**src/rtl/timer_pkg.sv**
```systemverilog
// timer_pkg: shared types and command encodings for the interval timer.
// Imported by interval_timer_ctrl and timer_prescaler.
package timer_pkg;

  typedef enum logic [1:0] {
    IDLE  = 2'd0,
    RUN   = 2'd1,
    PAUSE = 2'd2,
    DONE  = 2'd3
  } state_e;

  localparam logic [1:0] CMD_NOP   = 2'b00;
  localparam logic [1:0] CMD_START = 2'b01;
  localparam logic [1:0] CMD_STOP  = 2'b10;
  localparam logic [1:0] CMD_CLEAR = 2'b11;

  // A START from these states loads fresh config.
  function automatic logic can_load(state_e s);
    return (s == IDLE) || (s == DONE);
  endfunction

endpackage

```
**src/rtl/timer_prescaler.sv**
```systemverilog
// timer_prescaler: down-counter that emits a one-cycle enable every
// load_i+1 advancing cycles; clr_i restarts the phase, hold_i freezes it.
module timer_prescaler
  import timer_pkg::*;
#(
  parameter int PRESCALE_W = 8
) (
  input  logic                  clk,
  input  logic                  rst_n,
  input  logic                  clr_i,
  input  logic                  hold_i,
  input  logic [PRESCALE_W-1:0] load_i,
  output logic                  en_o
);

  logic [PRESCALE_W-1:0] cnt_q;
  logic [PRESCALE_W-1:0] cnt_d;

  // Enable fires when the phase counter has run down.
  assign en_o = !clr_i && !hold_i && (cnt_q == '0);

  // Next phase: reload on clear or on wrap, otherwise count down.
  always_comb begin
    cnt_d = cnt_q;
    if (clr_i) begin
      cnt_d = load_i;
    end else if (!hold_i) begin
      if (cnt_q == '0) begin
        cnt_d = load_i;
      end else begin
        cnt_d = cnt_q - 1'b1;
      end
    end
  end

  // Phase register.
  always_ff @(posedge clk) begin
    if (!rst_n) begin
      cnt_q <= '0;
    end else begin
      cnt_q <= cnt_d;
    end
  end

endmodule

```
**src/rtl/interval_timer_ctrl.sv**
```systemverilog
// interval_timer_ctrl: command-driven interval timer, one-shot or periodic.
// Define TIMER_PRESCALER_EN to build the enable prescaler.
module interval_timer_ctrl
  import timer_pkg::*;
#(
  parameter int WIDTH      = 8,
  parameter int PRESCALE_W = 8
) (
  input  logic                  clk,
  input  logic                  rst_n,
  input  logic                  cmd_valid,
  output logic                  cmd_ready,
  input  logic [1:0]            cmd_op,
  input  logic [WIDTH-1:0]      period,
  input  logic                  periodic,
  input  logic [PRESCALE_W-1:0] prescale,
  output logic [WIDTH-1:0]      count,
  output logic                  busy,
  output logic                  tick,
  output logic                  done
);

  state_e             state_q;
  state_e             state_d;
  logic [WIDTH-1:0]   count_q;
  logic [WIDTH-1:0]   count_d;
  logic [WIDTH-1:0]   period_q;
  logic [WIDTH-1:0]   period_d;
  logic               periodic_q;
  logic               periodic_d;
  logic               tick_q;
  logic               tick_d;
  logic               busy_q;
  logic               busy_d;
  logic               done_q;
  logic               done_d;
  logic               ready_q;
  logic               ready_d;

  logic               accept;
  logic               op_start;
  logic               op_stop;
  logic               op_clear;
  logic               fresh_start;
  logic               run_adv;
  logic               at_term;
  logic               en;

  assign accept  = cmd_valid && ready_q;
  assign at_term = (count_q == period_q);

  // A RUN cycle advances time only if no command lands in it.
  assign run_adv = (state_q == RUN) && !accept;

  // Decode the accepted command into one-hot strobes.
  always_comb begin
    op_start = 1'b0;
    op_stop  = 1'b0;
    op_clear = 1'b0;
    if (accept) begin
      unique case (cmd_op)
        CMD_START: op_start = 1'b1;
        CMD_STOP:  op_stop  = 1'b1;
        CMD_CLEAR: op_clear = 1'b1;
        CMD_NOP:   ;
      endcase
    end
  end

  assign fresh_start = op_start && can_load(state_q);

`ifdef TIMER_PRESCALER_EN
  logic [PRESCALE_W-1:0] prescale_q;
  logic [PRESCALE_W-1:0] prescale_d;

  // Divider reloads from the port on the start edge itself.
  assign prescale_d = fresh_start ? prescale : prescale_q;

  timer_prescaler #(
    .PRESCALE_W (PRESCALE_W)
  ) u_prescaler (
    .clk    (clk),
    .rst_n  (rst_n),
    .clr_i  (fresh_start),
    .hold_i (!run_adv),
    .load_i (prescale_d),
    .en_o   (en)
  );

  // Latched divider value.
  always_ff @(posedge clk) begin
    if (!rst_n) begin
      prescale_q <= '0;
    end else begin
      prescale_q <= prescale_d;
    end
  end
`else
  logic prescale_unused;
  assign prescale_unused = ^prescale;
  assign en = run_adv;
`endif

  // State register.
  always_ff @(posedge clk) begin
    if (!rst_n) begin
      state_q <= IDLE;
    end else begin
      state_q <= state_d;
    end
  end

  // Next state: commands first, else terminal enable in one-shot.
  always_comb begin
    state_d = state_q;
    unique case (1'b1)
      op_start: begin
        if (state_q != RUN) begin
          state_d = RUN;
        end
      end
      op_stop: begin
        if (state_q == RUN) begin
          state_d = PAUSE;
        end
      end
      op_clear: state_d = IDLE;
      default: begin
        if (en && at_term && !periodic_q) begin
          state_d = DONE;
        end
      end
    endcase
  end

  // Datapath and registered outputs derived from the transition.
  always_comb begin
    count_d    = count_q;
    period_d   = period_q;
    periodic_d = periodic_q;
    tick_d     = 1'b0;
    ready_d    = !accept;
    busy_d     = (state_d == RUN);
    done_d     = (state_d == DONE);
    if (op_clear || fresh_start) begin
      count_d = '0;
    end
    if (fresh_start) begin
      period_d   = period;
      periodic_d = periodic;
    end
    if (en) begin
      if (at_term) begin
        tick_d = 1'b1;
        if (periodic_q) begin
          count_d = '0;
        end
      end else begin
        count_d = count_q + 1'b1;
      end
    end
  end

  // Datapath and output registers.
  always_ff @(posedge clk) begin
    if (!rst_n) begin
      count_q    <= '0;
      period_q   <= '0;
      periodic_q <= 1'b0;
      tick_q     <= 1'b0;
      busy_q     <= 1'b0;
      done_q     <= 1'b0;
      ready_q    <= 1'b0;
    end else begin
      count_q    <= count_d;
      period_q   <= period_d;
      periodic_q <= periodic_d;
      tick_q     <= tick_d;
      busy_q     <= busy_d;
      done_q     <= done_d;
      ready_q    <= ready_d;
    end
  end

  assign cmd_ready = ready_q;
  assign count     = count_q;
  assign busy      = busy_q;
  assign tick      = tick_q;
  assign done      = done_q;

endmodule

```
**config.mk**
```make
export PLATFORM = sky130hd
export DESIGN_NAME = interval_timer_ctrl
export DESIGN_NICKNAME = d
export VERILOG_FILES = /design/src/rtl/timer_pkg.sv /design/src/rtl/timer_prescaler.sv /design/src/rtl/interval_timer_ctrl.sv
export SDC_FILE = /design/constraint.sdc
export NUM_CORES = 1
export LEC_CHECK = 0
export ABC_CLOCK_PERIOD_IN_PS = 4000
export CAP_MARGIN = 20
export CORE_ASPECT_RATIO = 0.5
export CORE_MARGIN = 2
export CORE_UTILIZATION = 45
export DETAILED_ROUTE_END_ITERATION = 10
export GPL_TIMING_DRIVEN = 0
export PLACE_DENSITY_LB_ADDON = 0.15
export SYNTH_ARGS = -nofsm -noshare
export SYNTH_HDL_FRONTEND = slang
export SYNTH_SLANG_ARGS = --single-unit
```
**constraint.sdc**
```tcl
create_clock -name clk -period 4 [get_ports clk]
set_input_delay 0.8 -clock clk [delete_from_list [all_inputs] [get_ports clk]]
set_output_delay 0.8 -clock clk [all_outputs]
set_load 0.05 [all_outputs]
```
==> flow_summary_export.csv, run 1 <==
group,metric,value,unit
status,status,"finished clean",
clock_tree,htree_num_levels,1,
global_route,grt_use_total,16.1,%
critical_path,crit_buf_inv,1,
job,max_cap_violations,0,
floorplanning,die_height,40.1,um
critical_path,worstSetupPathType,"flop to output pin",
route,wl_per_cell,11.9,um
synthesis,synth_top_area_share,39.3,%
min_path,min_path_type,"flop to flop",
finish,fin_nets,179,
clock_tree,root_buffer,"clkbuf_8",
power_and_ir_drop,power_per_cell_area,305,nW/um^2
critical_path,required,3.20,ns
clock_tree,cts_resized,0,
finish,multi_input_area,683,um^2
global_route,grt-ovfl-total,0,
clock_tree,ctsHoldBuffers,0,
critical_path,crit_slowest_cell,"clkdlybuf4s50_1",
timing,min_period_over_period,59.8,%
synthesis,async_reset_ff_share,0,%
floorplanning,chipWidth,76.2,um
floorplanning,dieArea,3050,um^2
synthesis,synth-main-ff-cell,"dfxtp_1",
global_route,grt_max_degree,13,
synthesis,synth_cell_types,34,
synthesis,avgSynthCellArea,9.53,um^2
route,routed_wl,2260,um
power_and_ir_drop,ir_drop,0.000163,V
synthesis,synthesis.area,1170,um^2
power_and_ir_drop,power_leakage,0.695,nW
synthesis,synthTopCellsByArea,"dfxtp_1 (39%), mux2i_1 (7.7%), xor2_1 (6.0%), nor2b_1 (5.9%), ha_1 (4.3%)",
clock_tree,path_clk_slew,0.08,ns
floorplanning,num_rows,13,
synthesis,syn_inst,123,
clock_tree,cts_made_buffers,3,
global_route,antenna_found_initial,0,
critical_path,endpoint_kind,"output pin",
timing,maxSlewHeadroom,67.0,%
timing,fin_skew,0.000905,ns
power_and_ir_drop,power.total,0.000462,W
clock_tree,cts_tree,"built",
clock_tree,clk_latency,0.26,ns
placement,place_area,1470,um^2
critical_path,cpPeakStageDelay,0.85,ns
clock_tree,clockBufferDepth,2,
timing,fin_tns_setup,0,ns
route,viasPerCell,5.01,
finish,syn2layout_area_growth,29.1,%
critical_path,crit_family,"buffers and inverters",
floorplanning,design.core.area,2540,um^2
placement,gp_congestion,0.793,
critical_path,worstPathArrival,1.59,ns
finish,antenna_cells,0,
synthesis,ys_warn_count,0,
synthesis,synth_seq_area_share,39.3,%
placement,port_buffers,25,
global_route,grt_pass1_vias,801,
timing,min_period,2.39,ns
route,drtIter0Drc,25,
route,antenna_left,0,
timing,worst_pin_slew,0.493,ns
synthesis,synth-edff-count,0,
finish,fin_area,1510,um^2
critical_path,crit_chain,"clkdlybuf4s50_1",
placement,hpwlAfterDp,1680,um
synthesis,synth.largest_area_cell,"dfxtp_1",
route,drc_errors,0,
timing,slew_viol_final,0,
timing,setup_violations,0,
floorplanning,io_pins,34,
route,drt_pass1_iterations,4,
finish,nFillCells,238,
critical_path,cp_max_fo,7,
clock_tree,cts_setup_buffers,0,
clock_tree,clock_sinks,23,
route,vias,946,
finish,drive_gt1_share,11.2,%
global_route,grt_pass1_wl,3620,um
synthesis,synth_nets,149,
floorplanning,initial_core_util,46.2,%
timing,rsz0062_at_grt,"false",
timing,hold_violations,0,
critical_path,cp-start-kind,"flop",
finish,seq_area,460,um^2
timing,max_freq,418,MHz
synthesis,ys_seq_elements,23,
## state kept, by name (all words and copies together), names as in the netlist
name and flops:
busy 1, cmd_ready 1, count 8, done 1
period_q 8, periodic_q 1, state_q 2, tick 1
## per-stage QoR
step / util [%] / hold WS (ns) / setup WS [ns] / cells
after floorplan: - / 0.506 / 2.01 / 123
after global placement: 57.9 / 0.528 / 1.44 / 185
after detailed placement: 57.9 / 0.533 / 1.42 / 185
after CTS: 59.7 / 0.551 / 1.60 / 189
after global routing: 59.7 / 0.572 / 1.56 / 189
final: 59.7 / 0.546 / 1.61 / 189
## cell families after synthesis
| kind of cell | count (synthesis) | share of synthesized area, % |
|---|---|---|
| XOR/XNOR | 8 | 5.98 |
| AND/OR/NAND/NOR | 47 | 23.1 |
| adder cells (fa/ha/maj) | 4 | 4.27 |
| flip-flops | 23 | 39.3 |
| AO/OA/AOI/OAI | 24 | 16.3 |
| buffers and inverters | 7 | 2.45 |
| multiplexers | 10 | 8.64 |
## path summary, 6_finish.rpt
check | startpoint | end | slack (ns) | cells after the start
setup reg to reg | state_q[0] | period_q[3] | 2.14 | 6
hold / removal | period_q[0] | period_q[0] | 0.55 | 2
setup / recovery | count[5] | count[5] | 1.61 | 1
hold reg to reg | period_q[0] | period_q[0] | 0.55 | 2
## metal layers
| layer | vias to the layer above | GRT usage (%) | wire length (um) |
|---|---|---|---|
| met5 | - | 0 | 0 |
| li1 | 490 | - | - |
| met2 | 17 | 27.2 | 943 |
| met1 | 435 | 19.0 | 1170 |
| met4 | 0 | 7.73 | 31 |
| met3 | 4 | 6.08 | 113 |
## cells in the mapped netlist, types with 2 or more instances
cell type	instances
or2_2	2
and3_1	2
dfxtp_1	23
inv_1	4
nand2_1	7
o21ai_0	6
a21bo_2	3
buf_2	2
xor2_1	8
nor4_2	2
and2_1	3
a21oi_1	3
mux2i_1	9
a221o_1	3
nand3_1	5
nor2_1	10
nor2b_1	11
ha_1	4
## report_power, final
part | switching, W | total, W | internal [W]
clock | 0.0000733 | 0.000144 | 0.0000711
combinational | 0.0000407 | 0.0000755 | 0.0000348
sequential | 0.00000591 | 0.000242 | 0.000236
total | 0.000120 | 0.000462 | 0.000342
## cells in the final DEF (no fill, tap or decap)
cell             synthesis  final
mux2_2                   1      1
o31ai_1                  1      1
o211ai_1                 1      1
nor2_1                  10     10
a21oi_2                  1      1
buf_2                    2      2
nor2b_1                 11     11
clkbuf_8                 0      3
or2_2                    2      2
a31oi_1                  1      1
mux2i_1                  9      9
or4b_1                   1      1
clkbuf_1                 1      2
clkdlybuf4s50_1          0     25
a21o_1                   1      1
and3b_1                  1      1
nor4_2                   2      2
a21boi_1                 1      1
a21oi_1                  3      3
a31oi_4                  1      1
or3_4                    1      1
ha_1                     4      4
nand2b_1                 1      1
xor2_1                   8      8
inv_1                    4      4
a21bo_2                  3      3
and3_1                   2      2
dfxtp_1                 23     23
a22o_1                   1      1
o21ai_0                  6      6
nand2_1                  7      7
nand3_1                  5      5
o2111a_1                 1      1
a221o_1                  3      3
and2_2                   1      1
and2_1                   3      3
## area by class of cell
class	instances	area share, %
Timing Repair Buffer	25	16.5
Multi-Input combinational cell	93	45.1
Inverter	4	0.992
Tap cell	37	3.06
Clock buffer	4	2.98
Sequential cell	23	30.4
Buffer	3	0.909
Power figures use the tool's default switching activity.
==> run 2, diff against run 1 <==
--- a/config.mk
+++ b/config.mk
@@ -5,11 +5,11 @@
 export SDC_FILE = /design/constraint.sdc
 export NUM_CORES = 1
 export LEC_CHECK = 0
-export ABC_CLOCK_PERIOD_IN_PS = 4000
+export ABC_CLOCK_PERIOD_IN_PS = 1910
 export CAP_MARGIN = 20
 export CORE_ASPECT_RATIO = 0.5
 export CORE_MARGIN = 2
-export CORE_UTILIZATION = 45
+export CORE_UTILIZATION = 42
 export DETAILED_ROUTE_END_ITERATION = 10
 export GPL_TIMING_DRIVEN = 0
 export PLACE_DENSITY_LB_ADDON = 0.15
==> constraint.sdc (replaced) <==
create_clock -name clk -period 1.91 [get_ports clk]
set_input_delay 0.382 -clock clk [delete_from_list [all_inputs] [get_ports clk]]
set_output_delay 0.382 -clock clk [all_outputs]
set_load 0.05 [all_outputs]
==> run 2 against run 1 <==
Largest cell class unchanged; clock-buffer cell count did not move; critical path type unchanged; flip-flop and latch count did not move; non-clock buffer count did not move; via count fell by 0.95%.
==> flow_summary_export.csv, run 2 (synthesized netlist as in run 1, its figures left out) <==
group,metric,value,unit
finish,drive_gt1_share,16.4,%
timing,min_period,1.85,ns
floorplanning,die_height,41.4,um
job,max_cap_violations,0,
floorplanning,num_rows,13,
critical_path,r2r-start,"state_q[0]",
finish,fin_nets,179,
power_and_ir_drop,power_leakage,0.733,nW
power_and_ir_drop,power_switching,0.000236,W
clock_tree,cts_made_buffers,3,
finish,antenna_cells,0,
critical_path,required,1.53,ns
critical_path,crit_chain,"clkdlybuf4s50_1",
timing,min_period_over_period,97.0,%
power_and_ir_drop,power.total,0.000954,W
min_path,whs_path_depth,1,
critical_path,crit_buf_inv,1,
route,viasPerCell,4.96,
min_path,min_path_type,"flop to flop",
timing,slew_viol_final,0,
route,vias,937,
timing,rsz0062_at_grt,"false",
clock_tree,clock_sinks,23,
placement,dp.cells,185,
clock_tree,clk_latency,0.26,ns
min_path,worstHoldStart,"count[1]",
power_and_ir_drop,power_frac_clock,30.1,%
power_and_ir_drop,ir_drop,0.000307,V
critical_path,crit_family,"buffers and inverters",
timing,setup_violations,0,
finish,final_cell_mix,"clkdlybuf4s50_1 (21), dfxtp_1 (16), nor2b_1 (11)",
route,wl_per_cell,11.8,um
critical_path,crit_slowest_cell,"clkdlybuf4s50_1",
clock_tree,root_buffer,"clkbuf_8",
critical_path,cp_max_fo,7,
floorplanning,dieArea,3260,um^2
clock_tree,cts_resized,3,
global_route,grt_pass1_vias,843,
min_path,min_to,"count[1]",
global_route,grt_max_degree,13,
placement,gp_congestion,0.721,
route,antenna_left,0,
clock_tree,ctsHoldBuffers,0,
power_and_ir_drop,p_seq_share,53.3,%
global_route,antenna_found_initial,0,
timing,hold_violations,0,
critical_path,worstPathArrival,1.47,ns
critical_path,cp-start-kind,"flop",
clock_tree,htree_num_levels,1,
clock_tree,clockBufferDepth,2,
timing,fin_skew,0.00358,ns
floorplanning,io_pins,34,
power_and_ir_drop,intPower,0.000718,W
global_route,grt-ovfl-total,0,
clock_tree,cts_tree,"built",
global_route,grt_pass1_wl,3680,um
placement,hpwlAfterDp,1670,um
power_and_ir_drop,power_per_cell_area,625,nW/um^2
timing,max_freq,540,MHz
status,status,"finished clean",
critical_path,endpoint_kind,"output pin",
critical_path,setup.worst_path.start,"count[3]",
route,drt_pass1_iterations,4,
finish,syn2layout_area_growth,30.2,%
critical_path,worst_r2r_path_depth,6,
timing,worst_pin_slew,0.507,ns
critical_path,worstSetupPathType,"flop to output pin",
floorplanning,chipWidth,78.7,um
clock_tree,cts_setup_buffers,0,
clock_tree,path_clk_slew,0.07,ns
floorplanning,design.core.area,2620,um^2
placement,port_buffers,25,
route,drc_errors,0,
global_route,grt_use_total,15.2,%
power_and_ir_drop,swShare,24.7,%
route,routed_wl,2230,um
critical_path,reg2reg_to,"periodic_q",
critical_path,cpPeakStageDelay,0.82,ns
critical_path,worst-r2r-setup-slack,0.13,ns
floorplanning,initial_core_util,44.8,%
power_and_ir_drop,combPwrFrac,16.6,%
route,drtIter0Drc,30,
timing,maxSlewHeadroom,66.1,%
finish,final_common_cell,"clkdlybuf4s50_1",
finish,instances_no_fill,189,
-- run 2: cell count changes in the layout (fill, tap and decap cells not counted) --
cell             change
dfxtp_1              -7
dfxtp_2              +7
clkdlybuf4s50_1      -4
dlygate4sd2_1        +3
buf_2                -1
buf_4                +1
dlymetal6s2s_1       +1
nand2_1              -1
nand2_2              +1
-- run 2: how the worst max path moves through the flow --
stage | slack, ns | end | cells past startpoint
after global placement | -0.24 | period_q[0] | 6
after floorplan | -0.009 | busy | 5
after global routing | 0.0005 | count[3] | 1
after CTS | 0.002 | period_q[6] | 6
final | 0.06 | count[3] | 1
after detailed placement | -0.26 | period_q[4] | 6
-- run 2: cell type report --
type / count / area [um^2]
buffer: 3 / 16.3
timing repair buffer: 25 / 249
inverter: 4 / 15.0
sequential: 23 / 469
tap: 37 / 46.3
multi-input combinational: 93 / 686
clock buffer: 4 / 45.0
fill: 252 / 1090
-- run 2: metal layers --
layer / track usage [%] / vias up / wire length (um)
met3: 4.96 / 4 / 108
met5: 0 / - / 0
met4: 5.26 / 0 / 25
met2: 26.7 / 15 / 945
li1: - / 484 / -
met1: 18.6 / 434 / 1150
-- run 2: worst register-to-register path: stages, from the launching register on --
cell     delay (ns)
dfxtp_2        0.38
inv_1          0.07
ha_1           0.30
or4b_1         0.50
buf_4          0.21
mux2i_1        0.15
nor2b_1        0.06
-- run 2: power groups by stage --
stage | clock (W) | combinational, W | sequential, W
after floorplan | 0 | 0.0000775 | 0.000540
after global placement | 0 | 0.000156 | 0.000518
after detailed placement | 0 | 0.000158 | 0.000519
after CTS | 0.000303 | 0.000159 | 0.000507
after global routing | 0.000321 | 0.000175 | 0.000511
final | 0.000287 | 0.000158 | 0.000509
-- run 2: stage by stage --
stage	hold slack, ns	TNS [ns]	utilization [%]	area, um^2	setup WS (ns)
6_report	0.531	0	58.3	1530	0.0568
5_1_grt	0.576	0	58.3	1530	0.000548
4_1_cts	0.538	0	57.9	1520	0.00210
3_5_place_dp	0.521	-2.89	56.3	1480	-0.262
3_3_place_gp	0.509	-2.56	56.3	1480	-0.245
2_1_floorplan	0.506	-0.00865	-	1180	-0.00865
